[src/rtl/handshake_rx_pkg.sv]
// Shared types and constants for the four-phase handshake receiver.
package handshake_rx_pkg;

  typedef enum logic {ST_IDLE, ST_ACK} hs_rx_state_e;

  localparam int SYNC_STAGES_MIN = 2;

endpackage

[src/rtl/sync_bit.sv]
// N-stage single-bit synchronizer, synchronous active-high reset.
module sync_bit #(
  parameter int unsigned N = 2
) (
  input  logic clk,
  input  logic rst,
  input  logic d_i,
  output logic q_o
);

  logic [N-1:0] stages_q;

  always_ff @(posedge clk) begin
    if (rst) begin
      stages_q <= '0;
    end else begin
      stages_q <= {stages_q[N-2:0], d_i};
    end
  end

  assign q_o = stages_q[N-1];

endmodule

[src/rtl/handshake_rx.sv]
// Receive end of a four-phase req/ack handshake feeding a valid/ready stream.
// Optional even-parity check is enabled by defining HANDSHAKE_RX_PARITY_EN.
module handshake_rx
  import handshake_rx_pkg::*;
#(
  parameter int unsigned DATA_W      = 8,
  parameter int unsigned SYNC_STAGES = 2,
  parameter int unsigned CNT_W       = 16
) (
  input  logic              clk,
  input  logic              rst,
  input  logic              req_i,
  input  logic [DATA_W-1:0] data_i,
  output logic              ack_o,
  output logic              valid_o,
  output logic [DATA_W-1:0] data_o,
  input  logic              ready_i,
`ifdef HANDSHAKE_RX_PARITY_EN
  input  logic              par_i,
  output logic              par_err_o,
`endif
  output logic [CNT_W-1:0]  xfer_cnt_o
);

  // A one-stage synchronizer is never safe; fall back to the minimum depth.
  localparam int unsigned SyncN = (SYNC_STAGES < SYNC_STAGES_MIN) ? SYNC_STAGES_MIN : SYNC_STAGES;

  hs_rx_state_e      state_q, state_d;
  logic              req_s;
  logic              free;
  logic              capture;
  logic              accept;
  logic              valid_q, valid_d;
  logic [DATA_W-1:0] data_q, data_d;
  logic [CNT_W-1:0]  cnt_q, cnt_d;

  sync_bit #(
    .N (SyncN)
  ) u_req_sync (
    .clk (clk),
    .rst (rst),
    .d_i (req_i),
    .q_o (req_s)
  );

  assign accept = valid_q && ready_i;
  assign free   = !valid_q || ready_i;

  always_comb begin
    state_d = state_q;
    capture = 1'b0;
    unique case (state_q)
      ST_IDLE: begin
        // With the buffer full, ack is withheld so the sender stalls holding its data.
        if (req_s && free) begin
          capture = 1'b1;
          state_d = ST_ACK;
        end
      end
      ST_ACK: begin
        if (!req_s) begin
          state_d = ST_IDLE;
        end
      end
      default: state_d = ST_IDLE;
    endcase
  end

  always_comb begin
    valid_d = valid_q;
    data_d  = data_q;
    cnt_d   = cnt_q;
    if (accept) begin
      valid_d = 1'b0;
      cnt_d   = cnt_q + CNT_W'(1);
    end
    if (capture) begin
      valid_d = 1'b1;
      data_d  = data_i;
    end
  end

  always_ff @(posedge clk) begin
    if (rst) begin
      state_q <= ST_IDLE;
      valid_q <= 1'b0;
      data_q  <= '0;
      cnt_q   <= '0;
    end else begin
      state_q <= state_d;
      valid_q <= valid_d;
      data_q  <= data_d;
      cnt_q   <= cnt_d;
    end
  end

`ifdef HANDSHAKE_RX_PARITY_EN
  logic par_err_q, par_err_d;

  always_comb begin
    par_err_d = par_err_q;
    if (capture) begin
      par_err_d = ((^data_i) != par_i);
    end else if (accept) begin
      par_err_d = 1'b0;
    end
  end

  always_ff @(posedge clk) begin
    if (rst) begin
      par_err_q <= 1'b0;
    end else begin
      par_err_q <= par_err_d;
    end
  end

  assign par_err_o = par_err_q;
`endif

  assign ack_o      = (state_q == ST_ACK);
  assign valid_o    = valid_q;
  assign data_o     = data_q;
  assign xfer_cnt_o = cnt_q;

endmodule

[config.mk]
export PLATFORM = sky130hd
export DESIGN_NAME = handshake_rx
export DESIGN_NICKNAME = d
export VERILOG_FILES = /design/src/rtl/handshake_rx_pkg.sv /design/src/rtl/sync_bit.sv /design/src/rtl/handshake_rx.sv
export SDC_FILE = /design/constraint.sdc
export NUM_CORES = 1
export LEC_CHECK = 0
export CELL_PAD_IN_SITES_DETAIL_PLACEMENT = 1
export CELL_PAD_IN_SITES_GLOBAL_PLACEMENT = 1
export CORE_MARGIN = 3
export CORE_UTILIZATION = 30
export DETAILED_ROUTE_END_ITERATION = 10
export DONT_BUFFER_PORTS = 1
export GPL_TIMING_DRIVEN = 0
export PLACE_DENSITY_LB_ADDON = 0.1
export SLEW_MARGIN = 25
export SYNTH_ARGS = -nofsm -noshare
export SYNTH_HDL_FRONTEND = slang
export SYNTH_SLANG_ARGS = --single-unit
[constraint.sdc]
create_clock -name clk -period 1.4 [get_ports clk]
set_input_delay 0.14 -clock clk [delete_from_list [all_inputs] [get_ports clk]]
set_output_delay 0.14 -clock clk [all_outputs]
set_load 0.05 [all_outputs]
==> flow_metrics.tcl <==
set metrics [dict create \
    vdd_drop_max_v 0.000700 \
    drt-total-wl_um 2660 \
    required_time_of_the_worst_setup_path_ns 1.57 \
    internal-power_uw 1060 \
    drive_gt1_frac 0.311 \
    ioPinCount 38 \
    mostFrequentLayoutCell "nor2_1" \
    share_comb_of_total_power 0.036 \
    post-synth-top-area-cell "dfxtp_1" \
    placed_cells 171 \
    hp-start "ready_i" \
    global_route.usage.total 0.117 \
    post_layout_min_period_ns 1.37 \
    most-common-layout-cells "22 x nor2_1, 15 x dfxtp_4, 11 x dfxtp_1, 8 x mux2i_1, 7 x xnor2_1" \
    synth_top_area_share 0.473 \
    syn-num-nets 136 \
    p_sw_uw 312 \
    period_share 0.977 \
    clock_sinks 28 \
    synth_cells 123 \
    route.detailed.vias_per_inst 4.99 \
    status "finished, final reports clean" \
    cp.buffers_inverters 0 \
    p_clk_frac 0.356 \
    multi_input_area_um2 656 \
    cts_tree "done" \
    crit_type "reg2reg" \
    synthTopCellsByArea "dfxtp_1 47%, nor2_1 7.0%, mux2i_1 6.8%, xnor2_1 5.2%, nand4_1 3.2%" \
    htree_num_levels 1 \
    ctsRootBufferMaster "clkbuf_8" \
    stdcell_count 180 \
    critPathMaxFanout 7 \
    register_area_um2 619 \
    grt-ovfl-total 0 \
    min-delay-path-class "in2reg" \
    place_congestion 0.702 \
    netSwitchingFraction 0.228 \
    fp.dieH_um 68.8 \
    cts-root-to-sink-buffers 2 \
    yosysSeqAreaShare 0.473 \
    floorplan.die.width_um 68.8 \
    min_path_cells 2 \
    floorplan.rows 22 \
    place_worst_setup_slack_ns -0.170 \
    clkLatencyLatePin_ns 0.27 \
    setup-violations-final 0 \
    synth.cell_area_um2 1180 \
    critical_path.slowest_cell "dfxtp_4" \
    timing.fmax_mhz 731 \
    initial_utilization 0.317 \
    yosysWarnings 0 \
    maxCapViolations 0 \
    ys_seq_elements 28 \
    antenna_left 0 \
    antenna_cells_inserted 0 \
    dr.pass1.iters 3 \
    dp_hpwl_um 1970 \
    arrival_ns 1.54 \
    worst_slack_setup_final_ns 0.0323 \
    final-hold-violation-count 0 \
    timing.rr.start "valid_o" \
    antenna_violations_before_repair 0 \
    grt_pass1_vias 849 \
    worst_setup_path_start_kind "register" \
    power.share.sequential 0.608 \
    cts_inserted_buffers 3 \
    count_of_unique_library_cells_instantiated_by_yosys 32 \
    drt_iter0_drc 13 \
    timing.critical_path.to_type "register" \
    r2r.worst_path.cells 4 \
    end_point_of_the_most_critical_hold_path "xfer_cnt_o[1]" \
    final_max_slew_viol_count 0 \
    drc 0 \
    wire_per_inst_um 14.8 \
    timing.slew.headroom 0.654 \
    worst_r2r_endpoint "xfer_cnt_o[14]" \
    fill_cells 446 \
    final.setup_skew_ns 0.000708 \
    critical_path.max_stage_delay_ns 0.50 \
    place.port_buffers 0 \
    crit_chain "nand4_4 -> nor3_4 -> a311oi_1 -> a41o_1" \
    grt_max_degree 16 \
    core_um2 3740 \
    syn_avg_cell_area_um2 9.63 \
    grt_first_pass_wirelength_um 4060 \
    worst_slew_pin_slew_ns 0.518 \
    register_to_register_setup_slack_ns 0.03 \
    layout.nets 146 \
    powerDensity_nw_per_um2 929 \
    post_layout_total_power_uw 1370 \
    via_total_after_detailed_routing 899 \
    leakagePower_uw 0.000496 \
    worst_setup_hold_path_clk_slew_ns 0.09 \
    cp_top_family "flip-flops" \
    setup_repair_after_global_routing_missed_its_margin "yes" \
    layout_overhead_on_the_synthesized_area_pct 24.2 \
    die_footprint_um2 4740 \
]
sequential cells by signal, indices dropped and copies added (netlist names):
signal and flops:
data_o 8, u_req_sync.stages_q 2, ack_o 1, xfer_cnt_o 16, valid_o 1
worst max path at each step:
| stage | slack (ns) | end | cells past startpoint | startpoint |
|---|---|---|---|---|
| floorplan | -0.02 | xfer_cnt_o[12] | 5 | xfer_cnt_o[0] |
| global placement | -0.16 | xfer_cnt_o[12] | 5 | xfer_cnt_o[0] |
| detailed placement | -0.17 | xfer_cnt_o[12] | 5 | xfer_cnt_o[0] |
| CTS | -0.01 | xfer_cnt_o[10] | 4 | xfer_cnt_o[2] |
| global route | -0.03 | xfer_cnt_o[14] | 4 | valid_o |
| finish | 0.03 | xfer_cnt_o[14] | 4 | valid_o |
worst register-to-register path: cells and delay by family (launching register included):
family          cells  cell delay, ns
compound gates      2            0.33
flops               1            0.50
simple gates        2            0.43
power by group through the flow:
stage	clock network [µW]	registers, µW	logic (µW)
after floorplan	0	866	36.8
after detailed placement	0	869	46.9
final	486	831	49.2
after global routing	564	834	56.2
after CTS	530	831	49.2
after global placement	0	869	44.9
routing by layer:
metal | share of wire | wire length, µm | global-route usage
met2 | 0.46 | 1230 | 0.205
met4 | 0.0071 | 19 | 0.0292
met1 | 0.44 | 1160 | 0.134
met5 | 0 | 0 | 0
met3 | 0.095 | 252 | 0.0421
cell families after synthesis:
family	Yosys count	synth area share
flip-flops	28	0.473
multiplexers	9	0.0771
AO/OA/AOI/OAI	8	0.0433
AND/OR/NAND/NOR	58	0.286
adder cells (fa/ha/maj)	1	0.0106
buffers and inverters	8	0.0285
XOR/XNOR	11	0.0813
synthesized netlist by cell type:
library cell and instances:
nor2_2 1, nor2_1 22, nand4_1 6, buf_1 1, nor3b_2 1, nand3_2 2, nand4_2 1, nor3b_1 1
clkbuf_1 2, a21oi_1 4, a311oi_1 1, nand3_1 2, nor2b_1 4, nor3_1 3, nand2_2 1, dfxtp_1 28
or3_1 1, mux2i_1 8, nor3_2 2, mux2_1 1, and4_1 1, ha_1 1, nand2b_1 2, xnor2_1 7
nand2_1 5, nor4_2 3, a41o_1 1, xor2_1 4, o21ai_0 1, inv_1 4, a21o_1 1, buf_4 1
repair_timing:
action	CTS	global route
gates cloned	0	0
resized for setup	19	7
setup endpoints to repair	19	17
endpoints found under the hold margin	1	0
buffers inserted	2	2
hold buffers	1	0
pin swaps	3	7
layout make-up:
class	instances	area share
plain buffers	4	0.0153
clock buffers	4	0.0374
inverters	4	0.0102
multi-input cells	87	0.446
flip-flops and latches	28	0.421
well taps	48	0.0408
repair buffers	5	0.0298
stage by stage:
step                cell area [µm²]  setup TNS, ns  hold WS, ns  utilization
finish                         1470              0       0.0202        0.393
global route                   1470        -0.0746      0.00608        0.393
CTS                            1420        -0.0253      0.00134        0.379
detailed placement             1270          -2.16        0.278        0.340
global placement               1270          -1.78        0.276        0.340
floorplan                      1210        -0.0186        0.268            -
(Power assumes the default switching activity.)
